[config.mk]
export PLATFORM = sky130hd
export DESIGN_NAME = reg_file_scoreboard_flat
export DESIGN_NICKNAME = d
export VERILOG_FILES = /design/src/rtl/reg_file_scoreboard_if.sv /design/src/rtl/reg_file_scoreboard.sv /design/src/flat_wrapper.sv
export SDC_FILE = /design/constraint.sdc
export NUM_CORES = 2
export LEC_CHECK = 0
export ABC_CLOCK_PERIOD_IN_PS = 3150
export BUFFER_PORTS_ARGS = -buffer_cell sky130_fd_sc_hd__buf_4
export CAP_MARGIN = 20
export CORE_MARGIN = 5
export CORE_UTILIZATION = 45
export CTS_CLUSTER_DIAMETER = 200
export CTS_CLUSTER_SIZE = 30
export DETAILED_ROUTE_END_ITERATION = 12
export GPL_ROUTABILITY_DRIVEN = 0
export PLACE_DENSITY_LB_ADDON = 0.1
export SLEW_MARGIN = 30
export SYNTH_ARGS = -nofsm -noshare
export SYNTH_HDL_FRONTEND = slang
export SYNTH_SLANG_ARGS = --single-unit
[constraint.sdc]
create_clock -name clk -period 3.15 [get_ports clk]
set_clock_uncertainty 0.05 [all_clocks]
set_input_delay 0.63 -clock clk [delete_from_list [all_inputs] [get_ports clk]]
set_output_delay 0.63 -clock clk [all_outputs]
set_load 0.01 [all_outputs]
[src/rtl/reg_file_scoreboard_if.sv]
// Bus bundle for reg_file_scoreboard: writeback commit, decode reservation,
// bypassed read ports and architectural status outputs.
interface reg_file_scoreboard_if #(
  parameter int NREGS = 16,
  parameter int WIDTH = 64,
  parameter int RIP_W = 32
);
  localparam int AW = $clog2(NREGS);

  // writeback / commit
  logic             wb_valid;
  logic [RIP_W-1:0] wb_rip;
  logic [AW-1:0]    wb_dest;
  logic [WIDTH-1:0] wb_result;
  logic [AW-1:0]    wb_dest_sp;
  logic             wb_dest_sp_valid;
  logic [WIDTH-1:0] wb_result_sp;
  logic [AW-1:0]    wb_src1;
  logic             wb_src1_valid;
  logic [AW-1:0]    wb_src2;
  logic             wb_src2_valid;

  // decode reservation
  logic             rsv_valid;
  logic [AW-1:0]    rsv_src1;
  logic             rsv_src1_valid;
  logic [AW-1:0]    rsv_src2;
  logic             rsv_src2_valid;
  logic [AW-1:0]    rsv_dest;
  logic [AW-1:0]    rsv_dest_sp;
  logic             rsv_dest_sp_valid;
  logic             rsv_ready;

  // read ports
  logic [AW-1:0]    rd_addr1;
  logic [AW-1:0]    rd_addr2;
  logic [WIDTH-1:0] rd_data1;
  logic [WIDTH-1:0] rd_data2;

  // status
  logic [NREGS-1:0] in_use;
  logic [63:0]      retire_count;
  logic [RIP_W-1:0] last_rip;

  modport master (
    output wb_valid, wb_rip, wb_dest, wb_result, wb_dest_sp, wb_dest_sp_valid,
           wb_result_sp, wb_src1, wb_src1_valid, wb_src2, wb_src2_valid,
           rsv_valid, rsv_src1, rsv_src1_valid, rsv_src2, rsv_src2_valid,
           rsv_dest, rsv_dest_sp, rsv_dest_sp_valid, rd_addr1, rd_addr2,
    input  rsv_ready, rd_data1, rd_data2, in_use, retire_count, last_rip
  );

  modport slave (
    input  wb_valid, wb_rip, wb_dest, wb_result, wb_dest_sp, wb_dest_sp_valid,
           wb_result_sp, wb_src1, wb_src1_valid, wb_src2, wb_src2_valid,
           rsv_valid, rsv_src1, rsv_src1_valid, rsv_src2, rsv_src2_valid,
           rsv_dest, rsv_dest_sp, rsv_dest_sp_valid, rd_addr1, rd_addr2,
    output rsv_ready, rd_data1, rd_data2, in_use, retire_count, last_rip
  );
endinterface

[src/rtl/reg_file_scoreboard.sv]
// Architectural register file with in-use scoreboard. Commits up to two
// results per cycle, releases retiring registers, grants decode reservations
// only when every touched register is free, and bypasses same-cycle commits
// onto the read ports.
module reg_file_scoreboard #(
  parameter int NREGS = 16,
  parameter int WIDTH = 64,
  parameter int RIP_W = 32
) (
  input  logic               clk,
  input  logic               reset_n,
  reg_file_scoreboard_if.slave bus
);
  localparam int AW = $clog2(NREGS);

  logic [WIDTH-1:0] regs [NREGS];
  logic [NREGS-1:0] in_use_q;
  logic [63:0]      retire_count_q;
  logic [RIP_W-1:0] last_rip_q;

  // A commit seen while reset is low is dropped, including its bypass and
  // scoreboard release, so every output reads as reset state immediately.
  logic             commit;
  logic [NREGS-1:0] wb_clr;
  logic [NREGS-1:0] eff_in_use;
  logic [NREGS-1:0] rsv_mask;
  logic             rsv_ready;
  logic             rsv_fire;

  assign commit = bus.wb_valid & reset_n;

  // Registers released by this cycle's commit.
  always_comb begin
    wb_clr = '0;
    if (commit) begin
      wb_clr[bus.wb_dest] = 1'b1;
      if (bus.wb_dest_sp_valid) wb_clr[bus.wb_dest_sp] = 1'b1;
      if (bus.wb_src1_valid)    wb_clr[bus.wb_src1]    = 1'b1;
      if (bus.wb_src2_valid)    wb_clr[bus.wb_src2]    = 1'b1;
    end
  end

  assign eff_in_use = in_use_q & ~wb_clr;

  // Registers the requesting instruction touches; computed even without
  // rsv_valid so decode can look at rsv_ready ahead of asserting a request.
  always_comb begin
    rsv_mask = '0;
    rsv_mask[bus.rsv_dest] = 1'b1;
    if (bus.rsv_src1_valid)    rsv_mask[bus.rsv_src1]    = 1'b1;
    if (bus.rsv_src2_valid)    rsv_mask[bus.rsv_src2]    = 1'b1;
    if (bus.rsv_dest_sp_valid) rsv_mask[bus.rsv_dest_sp] = 1'b1;
  end

  assign rsv_ready = ~|(eff_in_use & rsv_mask);
  assign rsv_fire  = bus.rsv_valid & rsv_ready;

  // Scoreboard update: commit clears first, reservation sets win on overlap.
  always_ff @(posedge clk or negedge reset_n) begin
    if (!reset_n) begin
      in_use_q <= '0;
    end else begin
      in_use_q <= eff_in_use | (rsv_fire ? rsv_mask : '0);
    end
  end

  // Register array write; primary is assigned last so it wins a shared address.
  always_ff @(posedge clk or negedge reset_n) begin
    if (!reset_n) begin
      for (int i = 0; i < NREGS; i++) regs[i] <= '0;
    end else if (commit) begin
      if (bus.wb_dest_sp_valid) regs[bus.wb_dest_sp] <= bus.wb_result_sp;
      regs[bus.wb_dest] <= bus.wb_result;
    end
  end

  // Retirement bookkeeping; the counter wraps naturally at 2^64.
  always_ff @(posedge clk or negedge reset_n) begin
    if (!reset_n) begin
      retire_count_q <= '0;
      last_rip_q     <= '0;
    end else if (commit) begin
      retire_count_q <= retire_count_q + 64'd1;
      last_rip_q     <= bus.wb_rip;
    end
  end

  // Read port 1 with same-cycle commit bypass (primary over special).
  always_comb begin
    bus.rd_data1 = regs[bus.rd_addr1];
    if (commit && bus.wb_dest_sp_valid && (bus.rd_addr1 == bus.wb_dest_sp))
      bus.rd_data1 = bus.wb_result_sp;
    if (commit && (bus.rd_addr1 == bus.wb_dest))
      bus.rd_data1 = bus.wb_result;
  end

  // Read port 2 with same-cycle commit bypass (primary over special).
  always_comb begin
    bus.rd_data2 = regs[bus.rd_addr2];
    if (commit && bus.wb_dest_sp_valid && (bus.rd_addr2 == bus.wb_dest_sp))
      bus.rd_data2 = bus.wb_result_sp;
    if (commit && (bus.rd_addr2 == bus.wb_dest))
      bus.rd_data2 = bus.wb_result;
  end

  assign bus.rsv_ready    = rsv_ready;
  assign bus.in_use       = in_use_q;
  assign bus.retire_count = retire_count_q;
  assign bus.last_rip     = last_rip_q;

endmodule

[src/flat_wrapper.sv]
// flat-port wrapper written by rule: the top's interface ports become plain ports
module reg_file_scoreboard_flat 
#(
  parameter int NREGS = 16,
  parameter int WIDTH = 64,
  parameter int RIP_W = 32
)
  (clk, reset_n, bus_wb_valid, bus_wb_rip, bus_wb_dest, bus_wb_result, bus_wb_dest_sp, bus_wb_dest_sp_valid, bus_wb_result_sp, bus_wb_src1, bus_wb_src1_valid, bus_wb_src2, bus_wb_src2_valid, bus_rsv_valid, bus_rsv_src1, bus_rsv_src1_valid, bus_rsv_src2, bus_rsv_src2_valid, bus_rsv_dest, bus_rsv_dest_sp, bus_rsv_dest_sp_valid, bus_rd_addr1, bus_rd_addr2, bus_rsv_ready, bus_rd_data1, bus_rd_data2, bus_in_use, bus_retire_count, bus_last_rip);
  reg_file_scoreboard_if #(.NREGS(NREGS), .WIDTH(WIDTH), .RIP_W(RIP_W)) bus_i ();
  input  logic clk;
  input  logic reset_n;
  input wire logic [$bits(bus_i.wb_valid)-1:0] bus_wb_valid;
  input wire logic [$bits(bus_i.wb_rip)-1:0] bus_wb_rip;
  input wire logic [$bits(bus_i.wb_dest)-1:0] bus_wb_dest;
  input wire logic [$bits(bus_i.wb_result)-1:0] bus_wb_result;
  input wire logic [$bits(bus_i.wb_dest_sp)-1:0] bus_wb_dest_sp;
  input wire logic [$bits(bus_i.wb_dest_sp_valid)-1:0] bus_wb_dest_sp_valid;
  input wire logic [$bits(bus_i.wb_result_sp)-1:0] bus_wb_result_sp;
  input wire logic [$bits(bus_i.wb_src1)-1:0] bus_wb_src1;
  input wire logic [$bits(bus_i.wb_src1_valid)-1:0] bus_wb_src1_valid;
  input wire logic [$bits(bus_i.wb_src2)-1:0] bus_wb_src2;
  input wire logic [$bits(bus_i.wb_src2_valid)-1:0] bus_wb_src2_valid;
  input wire logic [$bits(bus_i.rsv_valid)-1:0] bus_rsv_valid;
  input wire logic [$bits(bus_i.rsv_src1)-1:0] bus_rsv_src1;
  input wire logic [$bits(bus_i.rsv_src1_valid)-1:0] bus_rsv_src1_valid;
  input wire logic [$bits(bus_i.rsv_src2)-1:0] bus_rsv_src2;
  input wire logic [$bits(bus_i.rsv_src2_valid)-1:0] bus_rsv_src2_valid;
  input wire logic [$bits(bus_i.rsv_dest)-1:0] bus_rsv_dest;
  input wire logic [$bits(bus_i.rsv_dest_sp)-1:0] bus_rsv_dest_sp;
  input wire logic [$bits(bus_i.rsv_dest_sp_valid)-1:0] bus_rsv_dest_sp_valid;
  input wire logic [$bits(bus_i.rd_addr1)-1:0] bus_rd_addr1;
  input wire logic [$bits(bus_i.rd_addr2)-1:0] bus_rd_addr2;
  output wire logic [$bits(bus_i.rsv_ready)-1:0] bus_rsv_ready;
  output wire logic [$bits(bus_i.rd_data1)-1:0] bus_rd_data1;
  output wire logic [$bits(bus_i.rd_data2)-1:0] bus_rd_data2;
  output wire logic [$bits(bus_i.in_use)-1:0] bus_in_use;
  output wire logic [$bits(bus_i.retire_count)-1:0] bus_retire_count;
  output wire logic [$bits(bus_i.last_rip)-1:0] bus_last_rip;
  assign bus_i.wb_valid = bus_wb_valid;
  assign bus_i.wb_rip = bus_wb_rip;
  assign bus_i.wb_dest = bus_wb_dest;
  assign bus_i.wb_result = bus_wb_result;
  assign bus_i.wb_dest_sp = bus_wb_dest_sp;
  assign bus_i.wb_dest_sp_valid = bus_wb_dest_sp_valid;
  assign bus_i.wb_result_sp = bus_wb_result_sp;
  assign bus_i.wb_src1 = bus_wb_src1;
  assign bus_i.wb_src1_valid = bus_wb_src1_valid;
  assign bus_i.wb_src2 = bus_wb_src2;
  assign bus_i.wb_src2_valid = bus_wb_src2_valid;
  assign bus_i.rsv_valid = bus_rsv_valid;
  assign bus_i.rsv_src1 = bus_rsv_src1;
  assign bus_i.rsv_src1_valid = bus_rsv_src1_valid;
  assign bus_i.rsv_src2 = bus_rsv_src2;
  assign bus_i.rsv_src2_valid = bus_rsv_src2_valid;
  assign bus_i.rsv_dest = bus_rsv_dest;
  assign bus_i.rsv_dest_sp = bus_rsv_dest_sp;
  assign bus_i.rsv_dest_sp_valid = bus_rsv_dest_sp_valid;
  assign bus_i.rd_addr1 = bus_rd_addr1;
  assign bus_i.rd_addr2 = bus_rd_addr2;
  assign bus_rsv_ready = bus_i.rsv_ready;
  assign bus_rd_data1 = bus_i.rd_data1;
  assign bus_rd_data2 = bus_i.rd_data2;
  assign bus_in_use = bus_i.in_use;
  assign bus_retire_count = bus_i.retire_count;
  assign bus_last_rip = bus_i.last_rip;
  reg_file_scoreboard #(.NREGS(NREGS), .WIDTH(WIDTH), .RIP_W(RIP_W)) u_core (.clk(clk), .reset_n(reset_n), .bus(bus_i));
endmodule
==> impl_metrics.yaml <==
sta:
  rsz0062_at_grt: "true"
  slew_viol_final: 0
  max_slew_margin_pct: 25.7
  tightest_slew_ns: 1.11
  max_freq_mhz: 288
  setup_violations: 128
  layout_min_cycle_time_ns: 3.47
  finalWorstSetupSlack_ns: -0.320
  hold_violations: 0
  fin_setup_tns_ns: -21.26
  finalCritPeriodShare_pct: 110
setup_path:
  critPathRequiredTime_ns: 2.47
  crit_path_end_kind: "output port"
  arrival_ns: 2.79
  path_class: "in -> out"
  crit_path_start_kind: "primary input"
  worstPathMaxFanout: 19
flow_run:
  cap_violations: 0
grt:
  top_usage_layer: "met2"
  grt.met2_usage_pct: 57.8
  use_met3_pct: 9.44
  antenna_found_initial: 24
  grt_max_degree: 192
  global_route.usage.total_pct: 37.6
  grt_util_met1_pct: 50.0
  grt_pass1_wl_um: 439000
  grt.overflow.total: 0
  grt_pass1_vias: 61400
floorplanning:
  dieArea_mm2: 0.158
  start_util_pct: 45.2
  io_pins: 451
  core_mm2: 0.150
  row_count: 142
  die_y_um: 398
  die_w_um: 398
synth:
  avgSynthCellArea_um2: 10.1
  synth_edf_count: 0
  synth_commonest_cells: "nor2_1 (1,209), a21oi_1 (1,152), dfrtp_1 (1,136)"
  synth_area_leaders: "dfrtp_1 (42%), mux4_2 (21%), o22ai_1 (9.6%)"
  syn_area_mm2: 0.0676
  synth_most_common_cell: "nor2_1"
  ys_seq_elements: 1136
  synth_area_leader_cell: "dfrtp_1"
  synthesis.nets: 6917
  yosysWarnings: 0
  synth_cells: 6706
  ys_seq_area_share_pct: 42.1
  async_flop_share_pct: 100
  synth_ff_type: "dfrtp_1"
  synth.top_cell.area_share_pct: 42.1
  synth_cell_types: 56
finish:
  drive_gt1_share_pct: 26.1
  syn_to_final_growth_pct: 16.5
  design_area_mm2: 0.0787
  post-route-util_pct: 52.6
  finalNetCount: 7010
clocking:
  clk_latency_ns: 0.69
  cts_tree: "built"
  clk_path_buf_depth: 3
  clock_sinks: 1136
  clk_pin_slew_ns: 0.12
  cts_buffers: 43
  htree_levels: 2
  cts-root-buf: "clkbuf_16"
worst_hold_path:
  hp-class: "in -> async"
detailed_routing:
  drt_iter0_drc: 9707
  routedWlPerCell_um: 34.8
  drtPass1Iterations: 7
  viasPerCell: 7.15
  drc: 0
  drt_wl_total_um: 307000
  drtAntennaViolNets: 0
  vias: 63100
status:
  violations: "negative setup slack"
  status: "finished, violations left"
placed_design:
  port_buffers: 450
  post_dp_cell_area_mm2: 0.0750
  dp_hpwl_um: 172000
power_and_ir_drop:
  p_per_area_mw_per_mm2: 582
  leakage_nw: 31.7
  total_power_mw: 45.8
  max-vdd-ir-drop_mv: 0.410
## path summary, 6_finish.rpt
check / startpoint / end / slack, ns / depth (start not counted)
min in group clk: bus_wb_rip[4] / u_core.bus.last_rip[4] / 0.06 / 3
worst max register to register: u_core.bus.retire_count[19] / u_core.bus.retire_count[63] / 0.64 / 7
max in group asynchronous: reset_n / u_core.regs[148] / 0.82 / 5
worst max-delay path: bus_rd_addr1[0] / bus_rd_data1[24] / -0.32 / 8
worst min-delay path: reset_n / u_core.regs[182] / 0.05 / 3
worst min register to register: u_core.bus.last_rip[28] / u_core.bus.last_rip[28] / 0.44 / 2
## power breakdown
| part | internal (mW) | switching [mW] | total, mW |
|---|---|---|---|
| sequential | 18.5 | 3.35 | 21.8 |
| combinational | 8.86 | 7.49 | 16.4 |
| clock | 2.68 | 4.99 | 7.67 |
## sequential cells by signal, indices dropped and copies added (netlist names)
register	cells
u_core.bus.last_rip	32
u_core.bus.retire_count	64
u_core.bus.in_use	16
u_core.regs	1024
## layout by cell type (no fill, tap or decap), types with 7 or more instances in the layout
cell type / count
inv_1: 8
mux2i_2: 14
nand2b_1: 11
nor2b_1: 13
nand3b_1: 7
dfrtp_1: 1136
and2_4: 8
buf_16: 41
buf_12: 143
nor3_1: 8
o22ai_1: 1040
mux4_2: 640
a22oi_1: 21
nand4_1: 31
mux2i_1: 104
and3_1: 8
nand3_4: 7
nand3_1: 51
buf_4: 682
xor2_1: 27
nand2_1: 141
o31ai_1: 8
diode_2: 17
buf_6: 52
buf_8: 12
mux2i_4: 10
a21oi_1: 1104
xnor2_1: 51
nor2_4: 9
nor2_1: 1201
a21oi_2: 42
clkbuf_16: 54
nand2_4: 14
a32o_1: 13
## layout make-up
cell class	instances	area, um^2
antenna	17	42.5
clock buffer	45	1130
clock inverter	1	30.0
fill	13300	70900
inverter	8	30.0
multi-input combinational	4668	36400
sequential	1136	28400
tap	2016	2520
timing repair buffer	942	10200
## cell families (layout without fill, tap and decap cells)
family / count (synthesis) / in the layout / share of synthesized area [%]
adders and majority gates: 1 / 1 / 0.0185
DFF: 1136 / 1136 / 42.1
other: 0 / 17 / 0
xor gates and xnor gates: 79 / 79 / 1.02
AOI/OAI and AO/OA: 2256 / 2256 / 18.9
muxes: 768 / 768 / 23.2
buffers and inverters: 902 / 996 / 5.21
and+or+nand+nor: 1564 / 1564 / 9.55
## worst max-delay path, stage by stage
cell	delay (ns)
buf_16	0.13
buf_16	0.24
buf_12	0.20
mux4_2	0.52
mux4_2	0.49
mux2i_1	0.19
a21oi_1	0.17
buf_4	0.19
## layer usage
metal / wire length (um) / share of wire (%)
met5: 96 / 0.031
met2: 139000 / 45
met3: 36000 / 12
met4: 18900 / 6.1
met1: 113000 / 37
## what timing repair did
item | 4_1_cts | 5_1_grt
cloned | 22 | 10
endpoints found under the setup margin | 128 | 129
pin swaps | 56 | 42
hold endpoints to repair | 13 | 11
setup buffers | 56 | 42
resized for setup | 163 | 81
hold buffers | 1 | 1
## stage by stage
step                hold slack (ns)  worst slack [ns]  std cells
finish                       0.0544            -0.320       8833
global route                 0.0535            -0.328       8826
CTS                          0.0384            -0.283       8773
detailed placement            0.413            -0.487       8654
global placement              0.410            -0.476       8653
floorplan                     0.284            0.0255       6706
Note: power is estimated with default switching activity, not from simulation.
